--- config.mk ---
export PLATFORM = sky130hd
export DESIGN_NAME = aclk_tickgen
export DESIGN_NICKNAME = d
export VERILOG_FILES = /design/src/rtl/aclk_tickgen.sv
export SDC_FILE = /design/constraint.sdc
export NUM_CORES = 1
export LEC_CHECK = 0
export CORE_MARGIN = 1.5
export CORE_UTILIZATION = 25
export CTS_CLUSTER_SIZE = 16
export DETAILED_ROUTE_END_ITERATION = 12
export HOLD_SLACK_MARGIN = 0.02
export PLACE_DENSITY_LB_ADDON = 0.25
export SLEW_MARGIN = 40
export SYNTH_ARGS = -nofsm -noshare
export SYNTH_HDL_FRONTEND = slang
export SYNTH_SLANG_ARGS = --single-unit
export TNS_END_PERCENT = 1
--- constraint.sdc ---
create_clock -name clk -period 2.5 [get_ports clk]
set_input_delay 0.375 -clock clk [delete_from_list [all_inputs] [get_ports clk]]
set_output_delay 0.375 -clock clk [all_outputs]
set_load 0.03 [all_outputs]
--- src/rtl/aclk_tickgen.sv ---
// -----------------------------------------------------------------------------
// aclk_tickgen
// Time-base generator for the alarm-clock datapath. A prescaler divides clk
// into second periods. Second periods are counted into minutes and minutes
// into hours. Each boundary produces a single-cycle strobe. Fast mode turns
// every second period into a minute strobe, so the display and alarm logic
// can be exercised quickly.
//
// Ports
//   clk         in   1   clock; all state changes on posedge
//   reset       in   1   asynchronous, active-high clear of all state
//   reset_count in   1   synchronous clear of counters and strobes
//   enable      in   1   1 = count, 0 = hold counters (strobes drop to 0)
//   fast_watch  in   1   1 = minute strobe on every second period
//   one_second  out  1   strobe per second period (normal mode only)
//   one_minute  out  1   strobe per minute
//   one_hour    out  1   strobe per MINS_PER_HOUR minutes
//   sec_count   out  SW  current second index, 0..SECS_PER_MIN-1
//   min_count   out  MW  current minute index, 0..MINS_PER_HOUR-1
// -----------------------------------------------------------------------------
module aclk_tickgen #(
    parameter int TICKS_PER_SEC = 256,
    parameter int SECS_PER_MIN  = 60,
    parameter int MINS_PER_HOUR = 60,
    localparam int TW = $clog2(TICKS_PER_SEC),
    localparam int SW = $clog2(SECS_PER_MIN),
    localparam int MW = $clog2(MINS_PER_HOUR)
) (
    input  logic          clk,
    input  logic          reset,
    input  logic          reset_count,
    input  logic          enable,
    input  logic          fast_watch,
    output logic          one_second,
    output logic          one_minute,
    output logic          one_hour,
    output logic [SW-1:0] sec_count,
    output logic [MW-1:0] min_count
);

    localparam logic [TW-1:0] TICK_LAST = TW'(TICKS_PER_SEC - 1);
    localparam logic [SW-1:0] SEC_LAST  = SW'(SECS_PER_MIN - 1);
    localparam logic [MW-1:0] MIN_LAST  = MW'(MINS_PER_HOUR - 1);

    logic [TW-1:0] tick_q, tick_d;
    logic [SW-1:0] sec_q,  sec_d;
    logic [MW-1:0] min_q,  min_d;
    logic          one_second_q, one_second_d;
    logic          one_minute_q, one_minute_d;
    logic          one_hour_q,   one_hour_d;
    logic          sec_wrap;
    logic          min_adv;

    // The prescaler reaches its last tick; the wrap happens on this edge.
    assign sec_wrap = (tick_q == TICK_LAST);

    always_comb begin
        tick_d       = tick_q;
        sec_d        = sec_q;
        min_d        = min_q;
        one_second_d = 1'b0;
        one_minute_d = 1'b0;
        one_hour_d   = 1'b0;
        min_adv      = 1'b0;

        if (reset_count) begin
            tick_d = '0;
            sec_d  = '0;
            min_d  = '0;
        end else if (enable) begin
            tick_d = sec_wrap ? '0 : tick_q + 1'b1;

            if (fast_watch) begin
                // Fast mode keeps sec_count pinned at 0. A return to normal
                // mode therefore starts a fresh minute.
                sec_d = '0;
                if (sec_wrap) begin
                    one_minute_d = 1'b1;
                    min_adv      = 1'b1;
                end
            end else if (sec_wrap) begin
                one_second_d = 1'b1;
                if (sec_q == SEC_LAST) begin
                    sec_d        = '0;
                    one_minute_d = 1'b1;
                    min_adv      = 1'b1;
                end else begin
                    sec_d = sec_q + 1'b1;
                end
            end

            if (min_adv) begin
                if (min_q == MIN_LAST) begin
                    min_d      = '0;
                    one_hour_d = 1'b1;
                end else begin
                    min_d = min_q + 1'b1;
                end
            end
        end
        // When enable is 0, the counters hold and the strobes stay at their
        // 0 default. This preserves the phase across the pause.
    end

    always_ff @(posedge clk or posedge reset) begin
        if (reset) begin
            tick_q       <= '0;
            sec_q        <= '0;
            min_q        <= '0;
            one_second_q <= 1'b0;
            one_minute_q <= 1'b0;
            one_hour_q   <= 1'b0;
        end else begin
            tick_q       <= tick_d;
            sec_q        <= sec_d;
            min_q        <= min_d;
            one_second_q <= one_second_d;
            one_minute_q <= one_minute_d;
            one_hour_q   <= one_hour_d;
        end
    end

    assign one_second = one_second_q;
    assign one_minute = one_minute_q;
    assign one_hour   = one_hour_q;
    assign sec_count  = sec_q;
    assign min_count  = min_q;

endmodule
==> results.json, run 1 <==
{
  "start_kind": "flip-flop",
  "viasPerCell": 5.07,
  "routed_wl_um": 3030,
  "postSynthCellCount": 138,
  "overflow": 0,
  "timing.rr.start": "sec_count[0]",
  "switching_share": 0.239,
  "coreArea_sq_um": 5040,
  "synth_edf_count": 0,
  "vias": 1140,
  "place.gp.congestion": 0.859,
  "grt_antenna_before_repair": 0,
  "grt_pass1_wl_um": 5220,
  "fillCellCount": 531,
  "max-cap-violations": 0,
  "nets": 164,
  "cpMaxStageDelayCell": "dfrtp_1",
  "grt_pass1_vias": 1164,
  "endpoint_kind": "flip-flop",
  "final_util": 0.315,
  "hold_path_class": "input pin to asynchronous set/reset pin",
  "htreeDepth": 1,
  "cts_sinks": 23,
  "cts.clk_slew.worst_paths_ns": 0.08,
  "worstPathMaxFanout": 5,
  "die_area_sq_um": 5640,
  "io_buffers": 19,
  "crit_type": "flip-flop to flip-flop",
  "dp_hpwl_um": 2150,
  "internal_power_mw": 0.502,
  "fin_setup_tns_ns": 0,
  "cts_root_buf": "clkbuf_8",
  "r2r_cells": 5,
  "clockPowerShare": 0.356,
  "rsz0062_at_grt": "false",
  "clock_path_buffers": 2,
  "cts_hold_buffers": 0,
  "initial_core_util": 0.258,
  "slew_headroom": 0.703,
  "irDropWorstVdd_uv": 160,
  "routedWlPerCell_um": 13.5,
  "required_ns": 2.66,
  "post_cts_resized": 0,
  "drive_above_1_share": 0.0774,
  "finClkSkew_ns": 0.00202,
  "dr.pass1.iters": 4,
  "clkLatencyLatePin_ns": 0.27,
  "hold_violations": 0,
  "ys.flop_type": "dfrtp_1",
  "combPwrFrac": 0.073,
  "ys_seq_area_frac": 0.443,
  "seqPwrFrac": 0.570,
  "synth.distinct_cells": 37,
  "ys_async_sr_fraction": 1.00,
  "cp.arrival_ns": 2.15,
  "finalCritPeriodShare": 0.797,
  "crit_chain": "ha_1 -> and4_1 -> a21oi_1 -> nor2_1 -> a2111oi_2",
  "grt_usage": 0.122,
  "syn_to_final_growth_pct": 22.4,
  "synth_area_sq_um": 1300,
  "synth_area_per_cell_sq_um": 9.41,
  "power.density_nw_per_um2": 415,
  "worst_pin_slew_ns": 0.445,
  "synth_nets": 146,
  "yosysWarningCount": 0,
  "die_h_um": 75.1,
  "diodes": 0,
  "max_stage_delay_ns": 0.44,
  "status": "finished clean",
  "r2r_end": "min_count[5]",
  "drv_slew": 0,
  "regToRegSetupSlack_ns": 0.51,
  "cts_buffers": 3,
  "post-cts-setup-buffers": 0,
  "cts_tree": "built",
  "placementRows": 26,
  "drt_iter0_drc": 44,
  "p_leak_nw": 0.672,
  "ios": 20,
  "grt_max_degree": 24,
  "min_period_ns": 1.99,
  "setup_violations": 0,
  "die_w_um": 75.1,
  "drc": 0,
  "drtAntennaViolNets": 0,
  "p_sw_mw": 0.157,
  "fmax_mhz": 502,
  "ys_seq_elements": 23
}
==> layout by cell type, fill, tap and decap left out, types with 2 or more instances in the layout <==
master / Yosys / layout
o21ai_0: 6 / 6
xor2_1: 4 / 4
a311oi_1: 3 / 3
nor3_1: 3 / 3
or2_2: 2 / 2
a31oi_1: 7 / 7
clkdlybuf4s50_1: 0 / 19
mux2i_1: 2 / 2
nand4_1: 4 / 4
inv_1: 8 / 8
clkbuf_8: 0 / 3
a21oi_1: 11 / 11
and4_1: 2 / 2
nor2_1: 11 / 11
nand2_1: 9 / 9
and2_1: 2 / 2
and3_1: 4 / 4
a41o_1: 2 / 2
dfrtp_1: 23 / 23
nand3_1: 9 / 9
or3_1: 2 / 2
ha_1: 3 / 3
buf_4: 0 / 2
==> power groups by stage <==
stage,Sequential (mW),Clock (mW),Combinational (mW)
CTS,0.376,0.246,0.0493
global placement,0.384,0,0.0484
detailed placement,0.384,0,0.0488
floorplan,0.383,0,0.0311
finish,0.376,0.235,0.0483
global route,0.377,0.259,0.0555
==> layout make-up <==
type | instances | area (sq um) | area share
Sequential cell | 23 | 576 | 0.362
Tap cell | 70 | 87.6 | 0.0551
Timing Repair Buffer | 21 | 205 | 0.129
Clock inverter | 1 | 5.00 | 0.00315
Inverter | 8 | 30.0 | 0.0189
Multi-Input combinational cell | 99 | 644 | 0.406
Clock buffer | 3 | 41.3 | 0.0260
==> synthesized netlist by cell type (3+ instances only) <==
master	number	area share
nand2_1	9	0.026
nor3_1	3	0.012
a31oi_1	7	0.034
a21oi_1	11	0.042
o21ai_0	6	0.023
xor2_1	4	0.027
clkbuf_1	3	0.0087
dfrtp_1	23	0.44
and3_1	4	0.019
a311oi_1	3	0.020
ha_1	3	0.029
nand4_1	4	0.019
nand3_1	9	0.035
nor2_1	11	0.032
inv_1	8	0.023
==> state kept, by name, summed over array words and instances, names as in the netlist <==
signal	count
tick_q	8
one_hour	1
one_second	1
min_count	6
one_minute	1
sec_count	6
==> logic make-up (layout without fill, tap and decap cells) <==
logic type      count (synthesis)  count (layout)  share of synthesized area
mux                             2               2                     0.0154
compound gates                 37              37                      0.204
simple gates                   53              53                      0.221
flops                          23              23                      0.443
buf+inv                        16              33                     0.0607
xor+xnor                        4               4                     0.0270
fa+ha+maj                       3               3                     0.0289
==> metrics by stage <==
| stage | hold WS, ns | cell area [sq um] | std cells | total power [mW] | setup WS [ns] |
|---|---|---|---|---|---|
| final | 0.456 | 1590 | 225 | 0.659 | 0.508 |
| after CTS | 0.466 | 1590 | 225 | 0.671 | 0.500 |
| after global placement | 0.506 | 1540 | 221 | 0.432 | 0.443 |
| after floorplan | 0.377 | 1300 | 138 | 0.414 | 0.776 |
| after detailed placement | 0.496 | 1540 | 221 | 0.432 | 0.353 |
| after global routing | 0.486 | 1590 | 225 | 0.691 | 0.354 |
==> worst max-delay path: cells and delay by family, from the launching register on <==
kind | cells | cell delay (ns)
DFF | 1 | 0.44
AOI/OAI and AO/OA | 2 | 0.72
adders and majority gates | 1 | 0.29
and+or+nand+nor | 2 | 0.43
==> metal layers <==
layer / GRT usage / up-vias / wire length [um]
li1: - / 543 / -
met1: 0.148 / 564 / 1340
met2: 0.201 / 26 / 1520
met3: 0.0308 / 7 / 112
met4: 0.0626 / 0 / 61
met5: 0 / - / 0
==> worst max path at each step <==
stage,start,end,slack (ns),cells past startpoint
6_report,sec_count[0],min_count[5],0.51,5
5_1_grt,tick_q[0],min_count[5],0.35,5
4_1_cts,tick_q[0],min_count[5],0.50,5
3_5_place_dp,enable,min_count[5],0.35,4
3_3_place_gp,enable,min_count[5],0.44,4
2_1_floorplan,sec_count[0],min_count[5],0.78,5
No activity file was read; power rests on OpenSTA's default activity.
==> run 2: changes to the inputs <==
clock period = 1.8 ns   (was 2.5 ns; I/O delays follow)
==> run 2 against run 1 <==
Flip-flop and latch count is the same. Largest cell class unchanged. Final cell count rose by 3.1%. Non-clock buffer count is 7 higher. Critical path type is now flip-flop to output port.
==> results.json, run 2 (same netlist as run 1, synthesis figures left out) <==
{
  "place.gp.congestion": 0.859,
  "cp.arrival_ns": 1.47,
  "endpoint_kind": "output port",
  "place_ws_ns": -0.0165,
  "timing.rr.start": "sec_count[0]",
  "coreArea_sq_um": 5040,
  "post-cts-setup-buffers": 0,
  "irDropWorstVdd_uv": 398,
  "io_buffers": 19,
  "largest_reg_flops": 8,
  "cts_tree": "built",
  "die_area_sq_um": 5640,
  "cpMaxStageDelayCell": "clkdlybuf4s50_1",
  "cts.clk_slew.worst_paths_ns": 0.10,
  "viasPerCell": 4.95,
  "final_util": 0.328,
  "crit_family": "buffers and inverters",
  "totalPowerFinal_mw": 0.933,
  "routed_wl_um": 3260,
  "multi_input_area_sq_um": 653,
  "syn_to_final_growth_pct": 27.2,
  "min_period_ns": 1.74,
  "slew_headroom": 0.768,
  "required_ns": 1.53,
  "power.density_nw_per_um2": 565,
  "grt_usage": 0.125,
  "nets": 171,
  "crit_chain": "clkdlybuf4s50_1",
  "grt_antenna_before_repair": 0,
  "holdWs_ns": 0.355,
  "drive_above_1_share": 0.142,
  "clkLatencyLatePin_ns": 0.28,
  "finalNonFillerCells": 232,
  "finClkSkew_ns": 0.0153,
  "dp.cells": 228,
  "start_kind": "flip-flop",
  "drtAntennaViolNets": 0,
  "fmax_mhz": 575,
  "routedWlPerCell_um": 14.0,
  "fillCellCount": 517,
  "dr.pass1.iters": 4,
  "critPathBufInv": 1,
  "rsz0062_at_grt": "false",
  "cts_hold_buffers": 0,
  "htreeDepth": 1,
  "placementRows": 26,
  "layout_setup_ws_ns": 0.0620,
  "ios": 20,
  "grt_pass1_wl_um": 5320,
  "cts_buffers": 3,
  "r2r_end": "min_count[5]",
  "postPlaceCellArea_sq_um": 1600,
  "setup_violations": 0,
  "die_w_um": 75.1,
  "max-cap-violations": 0,
  "grt_max_degree": 24,
  "cts_root_buf": "clkbuf_8",
  "worstPathMaxFanout": 7,
  "die_h_um": 75.1,
  "clock_path_buffers": 2,
  "drv_slew": 0,
  "post_cts_resized": 2,
  "cts_sinks": 23,
  "grt_pass1_vias": 1108,
  "ff_latch_area_sq_um": 576,
  "max_stage_delay_ns": 0.71,
  "p_leak_nw": 0.734,
  "final_cell_mix": "23 x dfrtp_1, 17 x clkdlybuf4s50_1, 11 x nor2_1",
  "initial_core_util": 0.258,
  "hold_violations": 0,
  "fin_setup_tns_ns": 0,
  "status": "finished clean",
  "overflow": 0,
  "hold_path_class": "input pin to asynchronous set/reset pin",
  "finalCritPeriodShare": 0.966,
  "drt_iter0_drc": 50,
  "r2r_cells": 5,
  "crit_type": "flip-flop to output port",
  "mostFrequentLayoutCell": "dfrtp_1",
  "dp_hpwl_um": 2340,
  "finalInstanceArea_sq_um": 1650,
  "diodes": 0,
  "regMostFlops": "tick_q",
  "regToRegSetupSlack_ns": 0.16,
  "worst_pin_slew_ns": 0.345,
  "drc": 0,
  "vias": 1149
}
## run 2: power breakdown
group	switching (mW)	internal (mW)
Combinational	0.0458	0.0258
Sequential	0.00276	0.520
Clock	0.184	0.155
Total	0.232	0.701
## run 2: final cells by class
type / count / area share
tap: 70 / 0.0530
inverter: 8 / 0.0182
multi-input combinational: 99 / 0.395
timing repair buffer: 28 / 0.157
clock buffer: 3 / 0.0250
sequential: 23 / 0.348
clock inverter: 1 / 0.00303
## run 2: per-layer routing
layer	vias up	GRT usage	part of all wire	wire length (um)
li1	554	-	-	-
met1	556	0.162	0.46	1480
met2	37	0.206	0.48	1580
met3	2	0.0335	0.054	175
met4	0	0.0303	0.0061	20
met5	-	0	0	0
## run 2: worst max-delay path by stage
stage | startpoint | end | slack (ns) | cells after the start
final | min_count[3] | min_count[3] | 0.06 | 1
after global routing | min_count[5] | min_count[5] | 0.03 | 1
after CTS | sec_count[0] | min_count[5] | 0.03 | 5
after detailed placement | tick_q[0] | min_count[5] | -0.02 | 5
after global placement | reset_count | sec_count[5] | 0.01 | 5
after floorplan | sec_count[0] | min_count[5] | 0.08 | 5
==> run 3: changes to the inputs <==
CAP_MARGIN = 20   (was unset)
==> results of run 3 <==
The final DEF is identical to that of run 2; final timing and power are the same.
